### config.mk
export PLATFORM = sky130hd
export DESIGN_NAME = mmul_seq_ctrl
export DESIGN_NICKNAME = d
export VERILOG_FILES = /design/src/rtl/mmul_pkg.sv /design/src/rtl/valid_tag_pipe.sv /design/src/rtl/mmul_seq_ctrl.sv
export SDC_FILE = /design/constraint.sdc
export NUM_CORES = 1
export LEC_CHECK = 0
export CELL_PAD_IN_SITES_DETAIL_PLACEMENT = 1
export CELL_PAD_IN_SITES_GLOBAL_PLACEMENT = 2
export CORE_MARGIN = 5
export CORE_UTILIZATION = 34
export DETAILED_ROUTE_END_ITERATION = 6
export PLACE_DENSITY_LB_ADDON = 0.1
export SYNTH_ARGS = -nofsm -noshare
export SYNTH_HDL_FRONTEND = slang
export SYNTH_HIERARCHICAL = 1
export SYNTH_SLANG_ARGS = --single-unit
export TNS_END_PERCENT = 1
### constraint.sdc
create_clock -name clk -period 4 [get_ports clk]
set_clock_uncertainty 0.1 [all_clocks]
set_input_delay 0.4 -clock clk [delete_from_list [all_inputs] [get_ports clk]]
set_output_delay 0.4 -clock clk [all_outputs]
set_load 0.01 [all_outputs]
### src/rtl/mmul_pkg.sv
// Shared definitions for the MMUL block: sequencer state encoding and the
// derivations of the length-field width and the activation-to-result latency.
package mmul_pkg;

  typedef enum logic [2:0] {
    StIdle,
    StLoadW,
    StStream,
    StDrain,
    StDone
  } state_e;

  // Width needed to hold a length or index in 0..k_max.
  function automatic int unsigned calc_kw(input int unsigned k_max);
    return $clog2(k_max + 1);
  endfunction

  // Skew buffer depth plus array traverse, both N deep.
  function automatic int unsigned calc_lat(input int unsigned n);
    return 2 * n;
  endfunction

endpackage

### src/rtl/valid_tag_pipe.sv
// Shift-on-enable bit pipe that mirrors the datapath pipeline. A 1 marks a
// real activation in flight, a 0 marks a bubble or drain vector.
//
// Ports:
//   clk        clock
//   reset      synchronous active-high reset, clears the pipe
//   en_i       advance the pipe by one stage
//   bit_i      tag shifted into stage 0 when en_i is high
//   msb_o      tag in the last stage (lines up with the array output)
//   any_next_o at least one tag is set in the value the pipe takes next
module valid_tag_pipe #(
  parameter int unsigned Depth = 8
) (
  input  logic clk,
  input  logic reset,
  input  logic en_i,
  input  logic bit_i,
  output logic msb_o,
  output logic any_next_o
);

  logic [Depth-1:0] tag_q, tag_d;

  always_comb begin
    tag_d = tag_q;
    if (en_i) begin
      tag_d = {tag_q[Depth-2:0], bit_i};
    end
  end

  always_ff @(posedge clk) begin
    if (reset) begin
      tag_q <= '0;
    end else begin
      tag_q <= tag_d;
    end
  end

  assign msb_o      = tag_q[Depth-1];
  // Looks at the post-shift value so the drain can end in the same cycle the
  // last result leaves the array.
  assign any_next_o = |tag_d;

endmodule

### src/rtl/mmul_seq_ctrl.sv
// Job-level sequencer for the NxN weight-stationary systolic MMUL datapath.
// A job loads N weight rows, streams k_len activation vectors through the skew
// buffer, then drains the pipeline with zero vectors while tagging each result
// vector leaving the array with a valid flag and an index.
//
// Ports:
//   clk, reset                   clock, synchronous active-high reset
//   start_i, k_len_i             job request and its activation count (IDLE only)
//   busy_o, done_o               job in progress, one-cycle completion pulse
//   err_bad_len_o                one-cycle pulse after a rejected start
//   wt_valid_i / wt_ready_o      weight-row handshake
//   wt_load_o, wt_row_o          array weight-register load strobe and row index
//   act_valid_i / act_ready_o    activation-vector handshake
//   buf_enable_o, array_enable_o pipeline advance for skew buffer and array
//   act_zero_o                   force zero vectors into the buffer (drain)
//   res_valid_o, res_idx_o       result present at array output, and its index
module mmul_seq_ctrl
  import mmul_pkg::*;
#(
  parameter int unsigned N     = 4,
  parameter int unsigned K_MAX = 64,
  parameter int unsigned LAT   = calc_lat(N),
  parameter int unsigned KW    = calc_kw(K_MAX)
) (
  input  logic                                 clk,
  input  logic                                 reset,
  input  logic                                 start_i,
  input  logic [KW-1:0]                        k_len_i,
  output logic                                 busy_o,
  output logic                                 done_o,
  output logic                                 err_bad_len_o,
  input  logic                                 wt_valid_i,
  output logic                                 wt_ready_o,
  output logic                                 wt_load_o,
  output logic [((N > 1) ? $clog2(N) : 1)-1:0] wt_row_o,
  input  logic                                 act_valid_i,
  output logic                                 act_ready_o,
  output logic                                 buf_enable_o,
  output logic                                 array_enable_o,
  output logic                                 act_zero_o,
  output logic                                 res_valid_o,
  output logic [KW-1:0]                        res_idx_o
);

  localparam int unsigned RW = (N > 1) ? $clog2(N) : 1;
  localparam logic [KW-1:0] KMaxW = KW'(K_MAX);
  localparam logic [RW-1:0] LastRow = RW'(N - 1);

  state_e        state_q;
  logic [KW-1:0] k_len_q;
  logic [KW-1:0] act_cnt_q;
  logic [KW-1:0] res_idx_q;
  logic [RW-1:0] row_q;
  logic          err_q;

  logic adv;
  logic tag_msb;
  logic tag_any_next;
  logic len_bad;

  // Handshake readies come from state only, never from the valids.
  assign wt_ready_o    = (state_q == StLoadW);
  assign wt_load_o     = wt_ready_o & wt_valid_i;
  assign wt_row_o      = wt_load_o ? row_q : '0;
  assign act_ready_o   = (state_q == StStream);
  assign act_zero_o    = (state_q == StDrain);

  // A stream bubble freezes buffer, array and tag pipe together; the drain
  // advances every cycle.
  assign adv            = (act_ready_o & act_valid_i) | act_zero_o;
  assign buf_enable_o   = adv;
  assign array_enable_o = adv;

  assign res_valid_o   = adv & tag_msb;
  assign res_idx_o     = res_idx_q;
  assign busy_o        = (state_q != StIdle);
  assign done_o        = (state_q == StDone);
  assign err_bad_len_o = err_q;

  assign len_bad = (k_len_i == '0) || (k_len_i > KMaxW);

  valid_tag_pipe #(
    .Depth(LAT)
  ) u_tag_pipe (
    .clk       (clk),
    .reset     (reset),
    .en_i      (adv),
    .bit_i     (act_ready_o),
    .msb_o     (tag_msb),
    .any_next_o(tag_any_next)
  );

  always_ff @(posedge clk) begin
    if (reset) begin
      state_q   <= StIdle;
      k_len_q   <= '0;
      act_cnt_q <= '0;
      res_idx_q <= '0;
      row_q     <= '0;
      err_q     <= 1'b0;
    end else begin
      err_q <= 1'b0;
      if (res_valid_o) begin
        res_idx_q <= res_idx_q + 1'b1;
      end
      unique case (state_q)
        StIdle: begin
          if (start_i) begin
            if (len_bad) begin
              err_q <= 1'b1;
            end else begin
              k_len_q   <= k_len_i;
              act_cnt_q <= '0;
              res_idx_q <= '0;
              row_q     <= '0;
              state_q   <= StLoadW;
            end
          end
        end
        StLoadW: begin
          if (wt_load_o) begin
            row_q <= row_q + 1'b1;
            if (row_q == LastRow) begin
              state_q <= StStream;
            end
          end
        end
        StStream: begin
          if (act_valid_i) begin
            act_cnt_q <= act_cnt_q + 1'b1;
            if (act_cnt_q == k_len_q - 1'b1) begin
              state_q <= StDrain;
            end
          end
        end
        StDrain: begin
          if (!tag_any_next) begin
            state_q <= StDone;
          end
        end
        StDone: begin
          state_q <= StIdle;
        end
        default: begin
          state_q <= StIdle;
        end
      endcase
    end
  end

endmodule
# ---- Word-level counts from Yosys, hierarchy flattened
# Cells that the tools add are included.
dict set report classes {
  n_addsub 4
  magnitude_cmp 1
  n_eq_ne 13
  n_mux 23
  bitwise 7
  reduce_logical 12
}
# cell count
set ops {}
lappend ops {{2-to-1 mux 7 bit} 7}
lappend ops {{2-to-1 mux 3 bit} 7}
lappend ops {{adder 7 x 1 -> 7 bit (second input constant)} 2}
lappend ops {{one-hot mux 7 bit (2 select lines)} 1}
lappend ops {{one-hot mux 3 bit (4 select lines)} 1}
lappend ops {{2-to-1 mux 2 bit} 4}
lappend ops {{2-to-1 mux 8 bit} 1}
lappend ops {{!= test 2 bit (second input constant)} 4}
lappend ops {{AND reduction 4 bit} 2}
lappend ops {{OR reduction 8 bit} 1}
lappend ops {{equality test 7 bit} 1}
lappend ops {{> comparator 7 bit (second input constant)} 1}
lappend ops {{zero test 7 bit} 1}
lappend ops {{AND reduction 7 bit} 1}
lappend ops {{subtractor 7 x 1 -> 7 bit (second input constant)} 1}
lappend ops {{equality test 3 x 2 -> 1 bit (second input constant)} 2}
lappend ops {{!= test 2 x 1 -> 1 bit (second input constant)} 3}
lappend ops {{one-hot mux 2 bit (2 select lines)} 1}
lappend ops {{nonzero test 2 bit} 2}
lappend ops {{bitwise AND 1 bit} 3}
lappend ops {{equality test 3 x 1 -> 1 bit (second input constant)} 1}
lappend ops {{equality test 3 bit (second input constant)} 1}
lappend ops {{zero test 3 bit} 1}
lappend ops {{inverter 1 bit} 3}
lappend ops {{8 further kinds} 8}
dict set report word_totals {
  register_bits 35
  output_inout_bits 19
  elab_cells 67
}

# ---- Longest topological paths before layout
dict set report depth {
  word_depth 8
  depth_mapped 10
}

# ---- Hierarchy
# Netlist, hierarchy kept.
# module n_inst cells_each area_each_um2
set modules_own_cells {}
lappend modules_own_cells {mmul_seq_ctrl 1 182 1560.2}
lappend modules_own_cells {valid_tag_pipe 1 31 316.6}

# ---- Least setup slack after synthesis
# No wires, ideal clock.
dict set report synth_timing {
  path_type {input port to flip-flop}
  from {input port k_len_i[0]}
  to {register act_cnt_q[5]}
  setup_time_ps 70
  arrival_time_ps 2021
  t_required_ps 3830
  path_slack_ps 1810
  path_stages 5
  n_path_buf 0
  path_cell_list {or4_4 -> o31ai_4 -> a31oi_4 -> or4_1 -> a21oi_1}
}
dict set report synth_via {
  elab_chain_cells 4
}
# element line_no
set synth_lines {}
lappend synth_lines {{start, declared} mmul_seq_ctrl.sv:28} ;# input logic [KW-1:0] k_len_i,
lappend synth_lines {{> comparator 7 bit / zero test 7 bit (equally long branches)} mmul_seq_ctrl.sv:80} ;# assign len_bad = (k_len_i == '0) || (k_len_i > KMaxW);
lappend synth_lines {{logical OR 1 bit (*)} mmul_seq_ctrl.sv:80}
lappend synth_lines {{!= test 2 bit (no line) (*)} n/a}
lappend synth_lines {{AND reduction 4 bit (no line) (*)} n/a}
lappend synth_lines {{end signal, assigned} mmul_seq_ctrl.sv:130} ;# act_cnt_q <= act_cnt_q + 1'b1;
lappend synth_lines {{end, declared} mmul_seq_ctrl.sv:51} ;# logic [KW-1:0] act_cnt_q;
# Mark *: on every way between the ends. The rest lies on a longest branch, timed or not.
# A chain may end at the register's enable or synchronous reset.

# ---- Final worst setup path
dict set report layout_timing {
  from {input port act_valid_i}
  to {output port res_valid_o}
}
dict set report layout_via {
  elab_chain_cells 3
}
# element line_no
set layout_lines {}
lappend layout_lines {{start, declared} mmul_seq_ctrl.sv:36} ;# input logic act_valid_i,
lappend layout_lines {{bitwise AND 1 bit} mmul_seq_ctrl.sv:70} ;# assign adv = (act_ready_o & act_valid_i) | act_zero_o;
lappend layout_lines {{OR 1 bit} mmul_seq_ctrl.sv:70}
lappend layout_lines {{bitwise AND 1 bit} mmul_seq_ctrl.sv:74} ;# assign res_valid_o = adv & tag_msb;
lappend layout_lines {{end, declared} mmul_seq_ctrl.sv:41} ;# output logic res_valid_o,
# Every way passes these cells.

==> impl_results.md <==
- Clock Tree Buf Depth: 2
- Port Buffer Count: 30
- Max-Cap Viols: 0
- Net Sw Power: 0.0001621 W
- Layout net count: 257
- Crit path required time: 3.50 ns
- Setup violations, final: 0
- CTS clk-pin slew, worst paths: 0.07 ns
- CTS tree: yes
- Initial DRC Count: 30
- Largest net degree at the start of global routing: 26
- Drt first pass iters: 4
- Core ar.: 5439 um^2
- Antenna Cells: 0
- Final Max Tran Viols: 0
- Critical path fanouts, max: 6
- Syn_nets: 229
- Setup TNS: 0 ns
- Pwr per Cell Area: 297.1 nW/um^2
- Synth Register Bits: 35
- Initial Util: 34.51%
- Rel. slew slack: 69.38%
- Clock group share of total power: 36.8%
- Slew @ Worst Pin: 0.4572 ns
- Number of remaining DRC errors: 0
- Cell Rows: 27
- Congestion Overflow GR: 0
- Max Clk Rate: 385.0 MHz
- Pleak: 0.8587 nW
- Final WL: 4669 um
- Yosys top cell by area: dfxtp_1
- Sequential-to-total area share from yosys stat: 37.33%
- Cell Int Power: 0.0005226 W
- Top cells by area, synth: dfxtp_1 (37%), mux2i_1 (7.5%), nor2_1 (6.6%)
- Hold Crit Class: flop to flop
- Root buf cell: clkbuf_8
- Post-CTS setup buffers: 0
- Cell area after synthesis: 1877 um^2
- CTS resizes: 0
- Clock latency on the worst-skew pair: 0.27 ns
- Post-DP HPWL: 3589 um
- Post-synth EDFFs: 0
- Synthesis-to-layout area growth: 22.80%
- Setup CP Type: input port to output pin
- CTS buffer count: 5
- Hold-fix buffers at CTS: 0
- Ys Warns: 6
- Cells after Synth: 213
- GRT Total Usage: 13.62%
- Synth top area share: 37.33%
- Avg WL per Cell: 14.92 um
- Synthesized area per cell: 8.811 um^2
- Via count: 1620
- Power share of the combinational group: 10.5%
- ANT nets after route: 0
- Global-route wire length before repair: 8052 um
- Crit path DAT: 2.10 ns
- Share of post-route cells with drive strength above 1: 9.129%
- Synth top cells by count: dfxtp_1 (35), nor2_1 (33), mux2i_1 (14)
- RePlAce Congestion: 0.7108
- Final hold slack: 0.3876 ns
- Die area: 7106 um^2
- Initial antenna violation count: 0
- Setup crit start kind: input port
- Vias in the first global route: 1732
- CTS sink cnt: 35
- Most instantiated library cell after synthesis: dfxtp_1
- Die height: 84.30 um
- Critical Path End Type: output pin
- Tmin final: 2.598 ns
- Final period util: 64.94%
- RSZ-0062 raised after global routing: false
- I/O pins: 31
- Cell variety after synth: 50
- Vias per cell: 5.176
- Net Sw Frac: 23.67%
- Maximum vdd drop: 154.5 uV
- Status: completed
- Flop pwr share: 52.7%
- Hold Fails Final Rpt: 0
- Htree depth: 2
- Post-synth ARST share: 0%
- Die Width: 84.30 um
- Most used DFF post-synth: dfxtp_1
## layout by cell type, fill, tap and decap left out, drive strengths merged, types with 2 or more instances in the layout
cell type,count
a311oi,2
and3,4
or4,3
nor3,5
nand2,13
or3,5
nand2b,7
nand4,7
nand3,3
a21oi,11
xor2,10
clkbuf,6
xnor2,2
buf,2
nor3b,4
o21ai,8
mux2i,14
and2,3
dfxtp,35
clkdlybuf4s50,30
nor4,2
ha,4
nor2b,2
o31ai,4
inv,6
a211oi,2
nor2,33
## flip-flops by register name (all words and copies together), names as in the netlist
| register | flops |
|---|---|
| state_q | 3 |
| u_tag_pipe/tag_q | 8 |
| row_q | 2 |
| act_cnt_q | 7 |
| err_bad_len_o | 1 |
| k_len_q | 7 |
| res_idx_o | 7 |
## critical path, stage by stage
cell and delay [ns]:
clkdlybuf4s50_1 0.54, nor2_1 0.09, nor3b_2 0.44, clkdlybuf4s50_1 0.63
## stage by stage
stage / std cells / area, um^2 / total power (W) / utilization [%] / setup slack, ns
after global placement: 306 / 2217 / 0.0004381 / 40.76 / 1.261
after floorplan: 213 / 1877 / 0.0004118 / - / 1.810
after global routing: 313 / 2305 / 0.0007207 / 42.37 / 1.288
after detailed placement: 306 / 2217 / 0.0004414 / 40.76 / 1.196
after CTS: 313 / 2305 / 0.0006976 / 42.37 / 1.380
final: 313 / 2305 / 0.0006847 / 42.37 / 1.402
## cells by family after synthesis
logic type	synth area share (%)
flops	37.33
simple gates	27.00
fa+ha+maj	2.667
mux	7.466
compound gates	14.07
buf+inv	4.667
xor+xnor	6.800
## routing by layer
layer	GRT usage (%)	vias to the layer above	part of all wire, %
li1	-	807	-
met1	16.32	781	45
met2	23.74	24	50
met3	3.631	8	2.8
met4	4.094	0	1.7
met5	0	-	0
## power by group through the flow
stage / logic, W / registers (W) / clock network (W)
floorplan: 0.0000464 / 0.000365 / 0
global placement: 0.0000697 / 0.000368 / 0
detailed placement: 0.0000724 / 0.000369 / 0
CTS: 0.0000728 / 0.000361 / 0.000264
global route: 0.0000806 / 0.000362 / 0.000278
finish: 0.0000720 / 0.000361 / 0.000252
## final cells by class
type                       instances  area (um^2)
clock buffer                       6        82.58
clock inverter                     1        5.005
fill                             646         3134
inverter                           6        22.52
multi-input combinational        161         1089
sequential                        35        700.7
tap                               72        90.09
timing repair buffer              32        315.3
## final timing paths
check	from	end	slack, ns	depth (start not counted)
worst max-delay path	act_valid_i	res_valid_o	1.40	4
worst min-delay path	u_tag_pipe/tag_q[6]	u_tag_pipe/tag_q[7]	0.39	2
worst max register to register	state_q[1]	state_q[0]	1.75	7
worst min register to register	u_tag_pipe/tag_q[6]	u_tag_pipe/tag_q[7]	0.39	2
Note: power is estimated with default switching activity, not from simulation.
